$ cat config.mk
export PLATFORM = sky130hd
export DESIGN_NAME = visited_table_flat
export DESIGN_NICKNAME = d
export VERILOG_FILES = /design/src/rtl/visited_table_if.sv /design/src/rtl/visited_table.sv /design/src/flat_wrapper.sv
export SDC_FILE = /design/constraint.sdc
export NUM_CORES = 2
export LEC_CHECK = 0
export ABC_AREA = 1
export BUFFER_PORTS_ARGS = -buffer_cell sky130_fd_sc_hd__buf_2
export CORE_UTILIZATION = 30
export DETAILED_ROUTE_END_ITERATION = 7
export PLACE_DENSITY = 0.47
export SLEW_MARGIN = 0
export SYNTH_ARGS = -nofsm -noshare
export SYNTH_HDL_FRONTEND = slang
export SYNTH_SLANG_ARGS = --single-unit
$ cat constraint.sdc
create_clock -name clk_in -period 106.7 [get_ports clk_in]
set_input_delay 5.335 -clock clk_in [delete_from_list [all_inputs] [get_ports clk_in]]
set_output_delay 5.335 -clock clk_in [all_outputs]
set_load 0.02 [all_outputs]
$ cat src/rtl/visited_table_if.sv
// rtl/visited_table_if.sv - request/response bundle between processing elements and the visited table
interface visited_table_if #(
  parameter int NUM_PORTS = 4,
  parameter int ADDR_BITS = 10,
  parameter int DATA_BITS = 2
);
  localparam int PORT_BITS = $clog2(NUM_PORTS);

  logic [NUM_PORTS-1:0]           req_valid_in;
  logic [NUM_PORTS-1:0]           req_ready_out;
  logic [2*NUM_PORTS-1:0]         req_op_in;
  logic [ADDR_BITS*NUM_PORTS-1:0] req_addr_in;
  logic [DATA_BITS*NUM_PORTS-1:0] req_data_in;
  logic                           resp_valid_out;
  logic [PORT_BITS-1:0]           resp_port_out;
  logic [ADDR_BITS-1:0]           resp_addr_out;
  logic [DATA_BITS-1:0]           resp_data_out;

  modport master (
    output req_valid_in, req_op_in, req_addr_in, req_data_in,
    input  req_ready_out, resp_valid_out, resp_port_out, resp_addr_out, resp_data_out
  );

  modport slave (
    input  req_valid_in, req_op_in, req_addr_in, req_data_in,
    output req_ready_out, resp_valid_out, resp_port_out, resp_addr_out, resp_data_out
  );
endinterface

$ cat src/rtl/visited_table.sv
// rtl/visited_table.sv - multi-port per-vertex state table with atomic RMW ops and hardware bulk clear
module visited_table #(
  parameter int NUM_PORTS = 4,
  parameter int ADDR_BITS = 10,
  parameter int DATA_BITS = 2
) (
  input  logic            clk_in,
  input  logic            rst_in,
  visited_table_if.slave  bus,
  input  logic            clear_in,
  output logic            busy_out,
  output logic            clear_done_out
);
  localparam int PORT_BITS = $clog2(NUM_PORTS);
  localparam int DEPTH     = 2**ADDR_BITS;

  localparam logic [1:0] ST_RUN   = 2'd0;
  localparam logic [1:0] ST_DRAIN = 2'd1;
  localparam logic [1:0] ST_SWEEP = 2'd2;

  localparam logic [1:0] OP_READ  = 2'b00;
  localparam logic [1:0] OP_WRITE = 2'b01;
  localparam logic [1:0] OP_SET   = 2'b10;
  localparam logic [1:0] OP_CLR   = 2'b11;

  localparam logic [ADDR_BITS:0]   CNT_LAST  = (ADDR_BITS+1)'(DEPTH-1);
  localparam logic [PORT_BITS-1:0] PORT_LAST = PORT_BITS'(NUM_PORTS-1);

  logic [1:0]           state;
  logic [ADDR_BITS:0]   cnt;
  logic [PORT_BITS-1:0] ptr;

  logic [NUM_PORTS-1:0] grant;
  logic                 g_any;
  logic [PORT_BITS-1:0] g_port;
  logic [PORT_BITS-1:0] cand;
  logic [1:0]           g_op;
  logic [ADDR_BITS-1:0] g_addr;
  logic [DATA_BITS-1:0] g_data;

  logic                 s1_v, s2_v;
  logic [PORT_BITS-1:0] s1_port, s2_port;
  logic [1:0]           s1_op, s2_op;
  logic [ADDR_BITS-1:0] s1_addr, s2_addr;
  logic [DATA_BITS-1:0] s1_data, s2_data;

  logic                 r_v;
  logic [PORT_BITS-1:0] r_port;
  logic [ADDR_BITS-1:0] r_addr;
  logic [DATA_BITS-1:0] r_pre;
  logic [DATA_BITS-1:0] r_new;

  logic                 f2_v;
  logic [ADDR_BITS-1:0] f2_addr;
  logic [DATA_BITS-1:0] f2_val;

  logic [DATA_BITS-1:0] mem [DEPTH];
  logic [DATA_BITS-1:0] ram_q;
  logic [DATA_BITS-1:0] pre_val;
  logic [DATA_BITS-1:0] new_val;

  function automatic int rr_idx(input logic [PORT_BITS-1:0] base, input int off);
    return (int'(base) + off) % NUM_PORTS;
  endfunction

  // Round-robin: first valid port at or after ptr wins, only while running.
  always_comb begin
    grant  = '0;
    g_any  = 1'b0;
    g_port = '0;
    cand   = '0;
    g_op   = '0;
    g_addr = '0;
    g_data = '0;
    for (int i = 0; i < NUM_PORTS; i++) begin
      cand = PORT_BITS'(rr_idx(ptr, i));
      if (state == ST_RUN && !g_any && bus.req_valid_in[cand]) begin
        g_any       = 1'b1;
        grant[cand] = 1'b1;
        g_port      = cand;
        g_op        = bus.req_op_in[2*cand +: 2];
        g_addr      = bus.req_addr_in[ADDR_BITS*cand +: ADDR_BITS];
        g_data      = bus.req_data_in[DATA_BITS*cand +: DATA_BITS];
      end
    end
  end

  // The RAM read lags the previous op's write by one edge; forward the two youngest results, newest wins.
  always_comb begin
    pre_val = ram_q;
    if (f2_v && f2_addr == s2_addr) pre_val = f2_val;
    if (r_v && r_addr == s2_addr)   pre_val = r_new;
    case (s2_op)
      OP_WRITE: new_val = s2_data;
      OP_SET:   new_val = pre_val | s2_data;
      OP_CLR:   new_val = pre_val & ~s2_data;
      default:  new_val = pre_val;
    endcase
  end

  always_ff @(posedge clk_in or negedge rst_in) begin
    if (!rst_in) begin
      state          <= ST_SWEEP;
      cnt            <= '0;
      ptr            <= '0;
      clear_done_out <= 1'b0;
      s1_v           <= 1'b0;
      s1_port        <= '0;
      s1_op          <= '0;
      s1_addr        <= '0;
      s1_data        <= '0;
      s2_v           <= 1'b0;
      s2_port        <= '0;
      s2_op          <= '0;
      s2_addr        <= '0;
      s2_data        <= '0;
      r_v            <= 1'b0;
      r_port         <= '0;
      r_addr         <= '0;
      r_pre          <= '0;
      r_new          <= '0;
      f2_v           <= 1'b0;
      f2_addr        <= '0;
      f2_val         <= '0;
    end else begin
      clear_done_out <= 1'b0;

      s1_v    <= g_any;
      s1_port <= g_port;
      s1_op   <= g_op;
      s1_addr <= g_addr;
      s1_data <= g_data;

      s2_v    <= s1_v;
      s2_port <= s1_port;
      s2_op   <= s1_op;
      s2_addr <= s1_addr;
      s2_data <= s1_data;

      r_v <= s2_v;
      if (s2_v) begin
        r_port <= s2_port;
        r_addr <= s2_addr;
        r_pre  <= pre_val;
        r_new  <= new_val;
      end

      f2_v    <= r_v;
      f2_addr <= r_addr;
      f2_val  <= r_new;

      if (g_any) ptr <= (g_port == PORT_LAST) ? '0 : g_port + 1'b1;

      case (state)
        ST_RUN: begin
          if (clear_in) state <= ST_DRAIN;
        end
        // Writes retire from stage 2, so the sweep may start once stages 1 and 2 are empty.
        ST_DRAIN: begin
          if (!s1_v && !s2_v) state <= ST_SWEEP;
        end
        ST_SWEEP: begin
          cnt <= cnt + 1'b1;
          if (cnt == CNT_LAST) begin
            cnt            <= '0;
            state          <= ST_RUN;
            clear_done_out <= 1'b1;
          end
        end
        default: state <= ST_SWEEP;
      endcase
    end
  end

  always_ff @(posedge clk_in) begin
    ram_q <= mem[s1_addr];
    if (state == ST_SWEEP)
      mem[cnt[ADDR_BITS-1:0]] <= '0;
    else if (s2_v && s2_op != OP_READ)
      mem[s2_addr] <= new_val;
  end

  assign bus.req_ready_out  = grant;
  assign bus.resp_valid_out = r_v;
  assign bus.resp_port_out  = r_port;
  assign bus.resp_addr_out  = r_addr;
  assign bus.resp_data_out  = r_pre;
  assign busy_out           = (state != ST_RUN);
endmodule

$ cat src/flat_wrapper.sv
// flat-port wrapper written by rule: the top's interface ports become plain ports
module visited_table_flat 
#(
  parameter int NUM_PORTS = 4,
  parameter int ADDR_BITS = 10,
  parameter int DATA_BITS = 2
)
  (clk_in, rst_in, clear_in, busy_out, clear_done_out, bus_req_valid_in, bus_req_op_in, bus_req_addr_in, bus_req_data_in, bus_req_ready_out, bus_resp_valid_out, bus_resp_port_out, bus_resp_addr_out, bus_resp_data_out);
  visited_table_if #(.NUM_PORTS(NUM_PORTS), .ADDR_BITS(ADDR_BITS), .DATA_BITS(DATA_BITS)) bus_i ();
  input  logic clk_in;
  input  logic rst_in;
  input  logic clear_in;
  output logic busy_out;
  output logic clear_done_out;
  input wire logic [$bits(bus_i.req_valid_in)-1:0] bus_req_valid_in;
  input wire logic [$bits(bus_i.req_op_in)-1:0] bus_req_op_in;
  input wire logic [$bits(bus_i.req_addr_in)-1:0] bus_req_addr_in;
  input wire logic [$bits(bus_i.req_data_in)-1:0] bus_req_data_in;
  output wire logic [$bits(bus_i.req_ready_out)-1:0] bus_req_ready_out;
  output wire logic [$bits(bus_i.resp_valid_out)-1:0] bus_resp_valid_out;
  output wire logic [$bits(bus_i.resp_port_out)-1:0] bus_resp_port_out;
  output wire logic [$bits(bus_i.resp_addr_out)-1:0] bus_resp_addr_out;
  output wire logic [$bits(bus_i.resp_data_out)-1:0] bus_resp_data_out;
  assign bus_i.req_valid_in = bus_req_valid_in;
  assign bus_i.req_op_in = bus_req_op_in;
  assign bus_i.req_addr_in = bus_req_addr_in;
  assign bus_i.req_data_in = bus_req_data_in;
  assign bus_req_ready_out = bus_i.req_ready_out;
  assign bus_resp_valid_out = bus_i.resp_valid_out;
  assign bus_resp_port_out = bus_i.resp_port_out;
  assign bus_resp_addr_out = bus_i.resp_addr_out;
  assign bus_resp_data_out = bus_i.resp_data_out;
  visited_table #(.NUM_PORTS(NUM_PORTS), .ADDR_BITS(ADDR_BITS), .DATA_BITS(DATA_BITS)) u_core (.clk_in(clk_in), .rst_in(rst_in), .bus(bus_i), .clear_in(clear_in), .busy_out(busy_out), .clear_done_out(clear_done_out));
endmodule
==> qor.csv <==
metric,value,unit
endpoint_kind,output port,
die_y,554.8,um
insertion_delay,0.90,ns
first_iter_violations,6127,
clkSlewWorstSetupHoldPaths,0.06,ns
htree_levels,4,
skew,0.06776,ns
regArea,63560,um^2
clockBufferDepth,4,
ys_seq_area_frac,0.6931,
cp.required,101.37,ns
initial_utilization,0.3023,
fmax,75.10,MHz
postCtsSetupRepairBufs,0,
drt-total-wl,290.4,mm
worstMarginPinSlew,1.167,ns
remaining_drc_errors,0,
path_max_fanout,20,
worstSetupStartpointType,input port,
stdcell_count,12587,
cts_tree,yes,
design_power_total,2.669,mW
setup_tns,0,ns
cts_buffers,227,
ir_drop,0.02118,mV
cts_root_buffer,clkbuf_16,
num-fill-cells,30667,
power_density,25.97,nW/um^2
synth_cell_type_count,44,
rsz0062_at_grt,false,
ctsHoldBuffers,0,
synthesis.nets,8701,
ant_nets,0,
io_buffer_count,83,
slew-limit-headroom,0.2222,
cp.arrival,7.98,ns
multiInputGateArea,25170,um^2
pre_cts_ws,93.38,ns
die_x,554.8,um
first_pass_iters,6,
wl_per_cell,23.07,um
io_pins,84,
ys_ff_latch,2130,
slew_viol_final,0,
finish.utilization,0.3389,
rows,202,
critPathKind,input port to output port,
finalCritPeriodShare,0.1248,
grt_util_all_layers,0.1839,
dieArea,307800,um^2
drive_gt1_frac,0.07448,
syn_area,91670,um^2
fp.coreArea,303300,um^2
yosysWarnings,0,
setup_violations,0,
grt-ovfl-total,0,
reg2reg_setup_slack,101.12,ns
layout_setup_ws,93.38,ns
syn_avg_cell_area,10.62,um^2
finalHoldViolations,0,
vias_per_cell,5.109,
vias,64309,
netlist_instances,8633,
grt_max_degree,202,
p_leak,35.32,nW
cts_sinks,2130,
grt_pass1_wl,420.0,mm
cap_violations,0,
hpwl,151.0,mm
finalWeightedCongestion,0.7731,
final_nets,8495,
status,finished clean,
grt_antenna_before_repair,15,
ctsResizeCount,0,
grt_pass1_vias,63229,
min-delay-path-class,flip-flop to flip-flop,
final.min_clock_period,13.32,ns
syn2layout_area_growth,12.13,%
placed_cells,12176,
## sequential cells by signal, summed over array words and instances, names as in the netlist, 10 cells and up, named ones only
name and cells:
u_core.s1_addr 10, u_core.cnt 11, u_core.mem 2048, u_core.bus.resp_addr_out 10, u_core.s2_addr 10, u_core.f2_addr 10
## stage by stage
step | cell area, um^2 | hold WS [ns]
finish | 102800 | 0.3458
global route | 102800 | 0.3581
CTS | 102800 | 0.3489
detailed placement | 95880 | 0.3356
global placement | 95880 | 0.3320
floorplan | 91670 | 0.3312
## metal layers
layer	global-route usage	wire, um
met2	0.3095	137400
met1	0.2511	127300
met4	0.04615	6850
met5	0	0
met3	0.02180	18740
## cells by family after synthesis
kind of cell             Yosys count  share of synthesized area
AND/OR/NAND/NOR                 5520                     0.2561
flip-flops                      2130                     0.6931
buffers and inverters            792                    0.03616
AO/OA/AOI/OAI                    146                   0.009677
multiplexers                      29                   0.003167
XOR/XNOR                          11                   0.001051
adder cells (fa/ha/maj)            5                  0.0006824
## final cells by class
cell class | count | area share
flip-flops and latches | 2130 | 0.6183
multi-input cells | 5711 | 0.2448
clock buffers | 290 | 0.05827
well taps | 3978 | 0.04842
repair buffers | 240 | 0.01650
clock inverters | 118 | 0.008983
inverters | 117 | 0.004589
diodes | 3 | 0.00007303
## layout by cell type, fill, tap and decap left out, types with 5 or more instances in the layout
cell type | synthesis | final
dfrtp_4 | 0 | 5
nor2_1 | 1055 | 1054
nand2_1 | 2330 | 2312
o21ai_2 | 9 | 9
clkinv_1 | 1 | 52
edfxtp_1 | 2048 | 2048
a32oi_1 | 14 | 14
nand2_4 | 0 | 18
nand3_1 | 2075 | 2061
bufinv_16 | 0 | 14
mux2i_1 | 29 | 29
inv_6 | 0 | 5
buf_4 | 3 | 150
buf_12 | 0 | 8
inv_1 | 101 | 98
o21ai_0 | 79 | 79
nor2_2 | 19 | 19
a21oi_1 | 11 | 9
clkbuf_1 | 371 | 58
clkbuf_16 | 0 | 229
o211ai_1 | 14 | 14
o22ai_1 | 9 | 9
dfrtp_1 | 79 | 72
clkinv_2 | 0 | 44
nand3_4 | 1 | 15
buf_2 | 199 | 82
ha_1 | 5 | 5
nor3_1 | 21 | 21
xor2_1 | 8 | 8
inv_2 | 14 | 12
## synthesized netlist by cell type (all sizes together)
cell,n,share of area
a211oi,3,0.00025
a21oi,11,0.00060
a221oi,1,0.000096
a32oi,14,0.0013
buf,304,0.016
clkbuf,371,0.015
clkinv,1,0.000041
dfrtp,79,0.022
dfstp,1,0.00029
dfxtp,2,0.00044
edfxtp,2048,0.67
ha,5,0.00068
inv,116,0.0048
mux2i,29,0.0032
nand2,2331,0.095
nand3,2079,0.11
nand4,4,0.00027
nor2,1077,0.045
nor3,21,0.0011
nor3b,1,0.000082
nor4,2,0.00014
o211a,1,0.00011
o211ai,14,0.0011
o21a,2,0.00016
o21ai,90,0.0053
o21bai,1,0.000082
o22ai,9,0.00061
or2,5,0.00034
xnor2,3,0.00029
xor2,8,0.00076
## path summary, 6_finish.rpt
| path | startpoint | to | depth (start not counted) |
|---|---|---|---|
| worst max-delay path | bus_req_valid_in[0] | bus_req_ready_out[2] | 12 |
| worst min-delay path | u_core.s1_op[1]$_DFF_PN0_ | u_core.s2_op[1]$_DFF_PN0_ | 0 |
| worst max register to register | u_core.s1_addr[0]$_DFF_PN0_ | u_core.ram_q[0]$_DFF_P_ | 16 |
| worst min register to register | u_core.s1_op[1]$_DFF_PN0_ | u_core.s2_op[1]$_DFF_PN0_ | 0 |
| max in group asynchronous | rst_in | u_core.s1_addr[3]$_DFF_PN0_ | 2 |
| min in group asynchronous | rst_in | u_core.bus.resp_addr_out[3]$_DFFE_PN0P_ | 1 |
## worst max-delay path, cell delays in order
cell     delay (ns)
buf_2          0.09
or2_1          0.09
o21ai_0        0.11
nand2_1        0.10
nand3_1        0.20
inv_1          0.54
nor2_1         0.11
buf_4          0.24
nor2_2         0.21
nand3_2        0.40
o21ai_0        0.34
buf_2          0.21
## power by group
part | switching, mW | internal, mW
registers | 0.0224 | 1.01
logic | 0.682 | 0.202
clock network | 0.326 | 0.427
total | 1.03 | 1.64
Note: power is estimated with default switching activity, not from simulation.
